### src/rtl/vx_matrix_uop_seq_pkg.sv
// vx_matrix_uop_seq_pkg: macro-op kinds and sequencer state shared by decode and the uop sequencer
package vx_matrix_uop_seq_pkg;

    typedef enum logic [1:0] {
        MOP_NORMAL = 2'd0,
        MOP_MLOAD  = 2'd1,
        MOP_MSTORE = 2'd2,
        MOP_MMUL   = 2'd3
    } mop_kind_t;

    typedef enum logic {
        S_IDLE   = 1'b0,
        S_EXPAND = 1'b1
    } seq_state_t;

endpackage

### src/rtl/vx_matrix_uop_seq.sv
// vx_matrix_uop_seq: expands one macro instruction into 1..ROW_MAX register-indexed micro-ops
// on a registered valid/ready output, with back-to-back acceptance and flush.
module vx_matrix_uop_seq
    import vx_matrix_uop_seq_pkg::*;
#(
    parameter int NR_BITS = 6,
    parameter int XLEN    = 32,
    parameter int ROW_MAX = 8,
    parameter int DATAW   = 64,
    localparam int CNT_W  = $clog2(ROW_MAX + 1)
) (
    input  logic               clk,
    input  logic               reset,
    input  logic               flush,
    input  logic               in_valid,
    output logic               in_ready,
    input  logic [1:0]         in_kind,
    input  logic [CNT_W-1:0]   in_rows,
    input  logic [NR_BITS-1:0] in_rd,
    input  logic [NR_BITS-1:0] in_rs1,
    input  logic [NR_BITS-1:0] in_rs2,
    input  logic [XLEN-1:0]    in_imm,
    input  logic [XLEN-1:0]    in_stride,
    input  logic [DATAW-1:0]   in_payload,
    output logic               out_valid,
    input  logic               out_ready,
    output logic [NR_BITS-1:0] out_rd,
    output logic [NR_BITS-1:0] out_rs1,
    output logic [NR_BITS-1:0] out_rs2,
    output logic [XLEN-1:0]    out_imm,
    output logic [CNT_W-1:0]   out_idx,
    output logic               out_acc,
    output logic               out_last,
    output logic [DATAW-1:0]   out_payload,
    output logic               busy
);

    seq_state_t         state_q;
    mop_kind_t          kind_q, kind_d;
    logic [CNT_W-1:0]   k_q, rows_q, rows_d;
    logic [NR_BITS-1:0] rd_q, rs1_q, rs2_q;
    logic [XLEN-1:0]    imm_q, stride_q;
    logic [DATAW-1:0]   payload_q;
    logic               last_q, acc_q, in_fire, out_fire;

    assign kind_d   = mop_kind_t'(in_kind);
    assign rows_d   = (kind_d == MOP_NORMAL || in_rows == '0) ? CNT_W'(1) :
                      (in_rows > CNT_W'(ROW_MAX)) ? CNT_W'(ROW_MAX) : in_rows;
    assign busy     = state_q == S_EXPAND;
    assign in_ready = ~flush && (~busy || (out_ready && last_q));
    assign in_fire  = in_valid && in_ready;
    assign out_fire = busy && out_ready;

    assign out_valid   = busy;
    assign out_rd      = rd_q;
    assign out_rs1     = rs1_q;
    assign out_rs2     = rs2_q;
    assign out_imm     = imm_q;
    assign out_idx     = k_q;
    assign out_acc     = acc_q;
    assign out_last    = last_q;
    assign out_payload = payload_q;

    // Output fields are stepped in place so every micro-op leaves straight from flops.
    always_ff @(posedge clk) begin
        if (reset) begin
            state_q   <= S_IDLE;
            kind_q    <= MOP_NORMAL;
            k_q       <= '0;
            rows_q    <= '0;
            rd_q      <= '0;
            rs1_q     <= '0;
            rs2_q     <= '0;
            imm_q     <= '0;
            stride_q  <= '0;
            payload_q <= '0;
            last_q    <= 1'b0;
            acc_q     <= 1'b0;
        end else if (flush) begin
            state_q <= S_IDLE;
            k_q     <= '0;
            last_q  <= 1'b0;
            acc_q   <= 1'b0;
        end else if (in_fire) begin
            state_q   <= S_EXPAND;
            kind_q    <= kind_d;
            k_q       <= '0;
            rows_q    <= rows_d;
            rd_q      <= in_rd;
            rs1_q     <= in_rs1;
            rs2_q     <= in_rs2;
            imm_q     <= in_imm;
            stride_q  <= in_stride;
            payload_q <= in_payload;
            last_q    <= rows_d == CNT_W'(1);
            acc_q     <= 1'b0;
        end else if (out_fire) begin
            if (last_q) begin
                state_q <= S_IDLE;
            end else begin
                k_q    <= k_q + CNT_W'(1);
                rd_q   <= rd_q + NR_BITS'(kind_q inside {MOP_MLOAD, MOP_MMUL});
                rs1_q  <= rs1_q + NR_BITS'(kind_q == MOP_MMUL);
                rs2_q  <= rs2_q + NR_BITS'(kind_q == MOP_MSTORE);
                imm_q  <= imm_q + stride_q;
                last_q <= k_q + CNT_W'(2) == rows_q;
                acc_q  <= kind_q == MOP_MMUL;
            end
        end
    end

endmodule
### config.mk
export PLATFORM = sky130hd
export DESIGN_NAME = vx_matrix_uop_seq
export DESIGN_NICKNAME = d
export VERILOG_FILES = /design/src/rtl/vx_matrix_uop_seq_pkg.sv /design/src/rtl/vx_matrix_uop_seq.sv
export SDC_FILE = /design/constraint.sdc
export NUM_CORES = 1
export LEC_CHECK = 0
export ABC_AREA = 1
export CAP_MARGIN = 20
export CORE_ASPECT_RATIO = 0.8
export CORE_MARGIN = 1
export CORE_UTILIZATION = 30
export DETAILED_ROUTE_END_ITERATION = 6
export PLACE_DENSITY = 0.63
export SYNTH_ARGS = -nofsm -noshare
export SYNTH_HDL_FRONTEND = slang
export SYNTH_SLANG_ARGS = --single-unit
### constraint.sdc
create_clock -name clk -period 1.9 [get_ports clk]
set_input_delay 0.285 -clock clk [delete_from_list [all_inputs] [get_ports clk]]
set_output_delay 0.285 -clock clk [all_outputs]
set_load 0.01 [all_outputs]
==> summary.txt <==
result of the run: complete, no violations
fraction of synthesis flops using an asynchronous set or reset pin: 0%
die boundary height: 154 µm
Sink Count: 159
via count: 9451
most used cells in the layout excluding fill and tap cells: nand2_1 (518), clkdlybuf4s50_1 (277), a21oi_1 (141), inv_1 (140), dfxtp_1 (133)
clock network fraction of total power: 38.8%
pre-CTS setup slack: -0.144 ns
highest clock frequency the design can meet: 549 MHz
pin slew with the least headroom to its limit: 0.898 ns
post-route clock skew: 0.0123 ns
weighted congestion at the end of routability-driven global placement: 0.898
starting density of the core: 30.6%
total of warnings raised by yosys: 0
boundary pin count: 280
worst vdd ir: 0.522 mV
relative contribution of sequential cells to total power: 41.3%
RSZ-0062 raised after global routing: yes
Placement Cell Area: 12300 µm²
final net count: 1847
Yosys cell types: 36
H-tree levels: 4
area of the mapped netlist: 8660 µm²
Rel. slew slack: 40.1%
count of final max-slew check failures: 0
number of design-rule violations left by the first detailed-router iteration: 527
clock root cell: clkbuf_16
startpoint class of the critical path: register
post-route cell area: 13500 µm²
number of DRC violations after detailed routing: 0
via density per instance: 4.65
wire length of the first global-routing pass: 46300 µm
Core ar.: 28400 µm²
routed len/inst: 14.6 µm
most common cell after layout, fill and taps aside: nand2_1
Tcrit/Tclk final: 95.9%
sw power: 2.50 mW
Die ar.: 29600 µm²
Clock transition at path regs: 0.08 ns
post-route worst setup slack: 0.0775 ns
# placed instances: 1995
total of hold buffers inserted after clock tree synthesis: 0
TritonCTS clock tree: done
Die W: 192 µm
Synth area leaders: dfxtp_1 (37%), nand2_1 (23%), a21oi_1 (8.7%), inv_1 (6.1%), ha_1 (5.6%)
final setup vio count: 0
largest fanout of any net on the critical path: 4
cell type with the largest total area after synthesis: dfxtp_1
gr usage total: 19.8%
Layout area overhead: 55.6%
Combinational Power Share: 19.9%
worst hold path stage count: 2
vias in the first global route: 8957
fraction of layout cells with a size suffix above 1: 14.1%
Detailed Route WL: 29700 µm
ANT nets after route: 0
Worst Path Required: 2.24 ns
P_leak: 5.83 nW
crit end category: register
Antenna Cells: 0
switching share of power: 28.3%
remaining global-route overflow: 0
category of the critical setup timing path: register to register
first drt pass iteration count: 5
maximum number of pins on one net before global-route repair: 75
fraction of the yosys area taken by sequential cells: 36.7%
cell count of the worst reg-to-reg path: 10
total power per unit cell area: 656 nW/µm²
EDFF count, synth: 0
number of endpoints with negative hold slack in the final report: 0
commonest register cell after synthesis: dfxtp_1
time the final worst path needs with I/O delays and setup: 1.82 ns
number of buffer cells added on primary ports: 279
Cell Count, Final, Fillers Out: 2033
number of nets produced by synthesis: 1525
post-layout power: 8.84 mW
HPWL after detailed placement: 22200 µm
area share of the largest cell type after synthesis: 36.7%
buffers from clock root to sink, at most: 2
summed negative setup slack over all endpoints: 0 ns
Data arrival, critical path: 2.17 ns
syn avg cell area: 6.52 µm²
Synth Instances: 1328
Layout fillers: 2826
clock buffers created by TritonCTS: 17
row cnt: 55
antenna violations before repair: 1
Cell Int Power: 6.34 mW
clock network latency to the later pin of the worst-skew pair: 0.43 ns
reported max-cap violation count: 0
path type of the worst min-delay path: input port to register
flop and latch count out of synthesis: 159
==> sequential cells by signal (all words and copies together), names as in the netlist <==
register	cells
out_rs1	6
kind_q	2
stride_q	32
rows_q	4
out_payload	64
out_last	1
busy	1
out_rd	6
out_imm	32
out_idx	4
out_acc	1
out_rs2	6
==> cells by family (layout without fill, tap and decap cells) <==
family | after synthesis | count (layout) | synth area share [%]
DFF | 159 | 159 | 36.7
adders and majority gates | 40 | 40 | 5.86
AOI/OAI and AO/OA | 234 | 234 | 14.4
xor gates and xnor gates | 28 | 28 | 2.83
and+or+nand+nor | 665 | 665 | 30.2
buffers and inverters | 202 | 537 | 9.88
==> cell type report <==
cell class / instances / area, µm² / area share [%]
Multi-Input combinational cell: 967 / 5130 / 38.1
Timing Repair Buffer: 362 / 3560 / 26.4
Sequential cell: 159 / 3220 / 23.9
Inverter: 143 / 539 / 4.00
Tap cell: 370 / 463 / 3.43
Clock buffer: 20 / 447 / 3.31
Clock inverter: 12 / 124 / 0.919
==> path summary, 6_finish.rpt <==
kind	slack (ns)	to	start
setup / recovery	0.08	out_imm[8]	stride_q[0]
setup reg to reg	0.08	out_imm[8]	stride_q[0]
hold reg to reg	0.46	out_payload[26]	out_payload[26]
hold / removal	0.04	out_rs1[1]	reset
==> worst max-delay path, stage by stage (launching register included) <==
cell	delay, ns
dfxtp_2	0.34
ha_4	0.16
fa_2	0.38
nand3_2	0.11
nand3_4	0.10
nand2_1	0.09
nand2_2	0.09
buf_4	0.14
xor2_1	0.11
nand2_1	0.07
a31oi_1	0.14
==> through the flow <==
step	hold WS (ns)	utilization [%]
2_1_floorplan	0.409	-
4_1_cts	0.0298	45.8
3_5_place_dp	0.457	43.5
3_3_place_gp	0.449	43.5
6_report	0.0433	47.5
5_1_grt	0.0188	47.5
==> Yosys cell counts (4+ instances only) <==
master and count:
a21oi_1 150, ha_1 39, dfxtp_1 159, nor2_1 56
xnor2_1 4, o21ai_1 8, nor3_1 10, a31oi_1 27
clkbuf_1 19, nand2_1 539, buf_2 24, xor2_1 24
buf_4 14, o21ai_0 32, o21bai_1 5, inv_1 140
nand3_1 50
==> power groups by stage <==
stage	Clock, mW	Combinational [mW]	Sequential, mW
detailed placement	0	1.66	3.70
finish	3.43	1.76	3.65
floorplan	0	0.672	3.73
global route	3.66	1.92	3.67
CTS	3.51	1.68	3.62
global placement	0	1.65	3.69
==> per-layer routing <==
metal | part of all wire (%) | GRT usage, % | up-vias
li1 | - | - | 4856
met1 | 45 | 25.5 | 4308
met2 | 47 | 32.2 | 259
met3 | 7.2 | 6.19 | 26
met4 | 0.93 | 4.46 | 2
met5 | 0.057 | 0 | -
==> timing repair <==
action                     CTS  global route
pin swaps                    1            17
buffers inserted             2             4
gates resized for setup     17           106
setup endpoints to repair   19            23
Power figures use the tool's default switching activity.
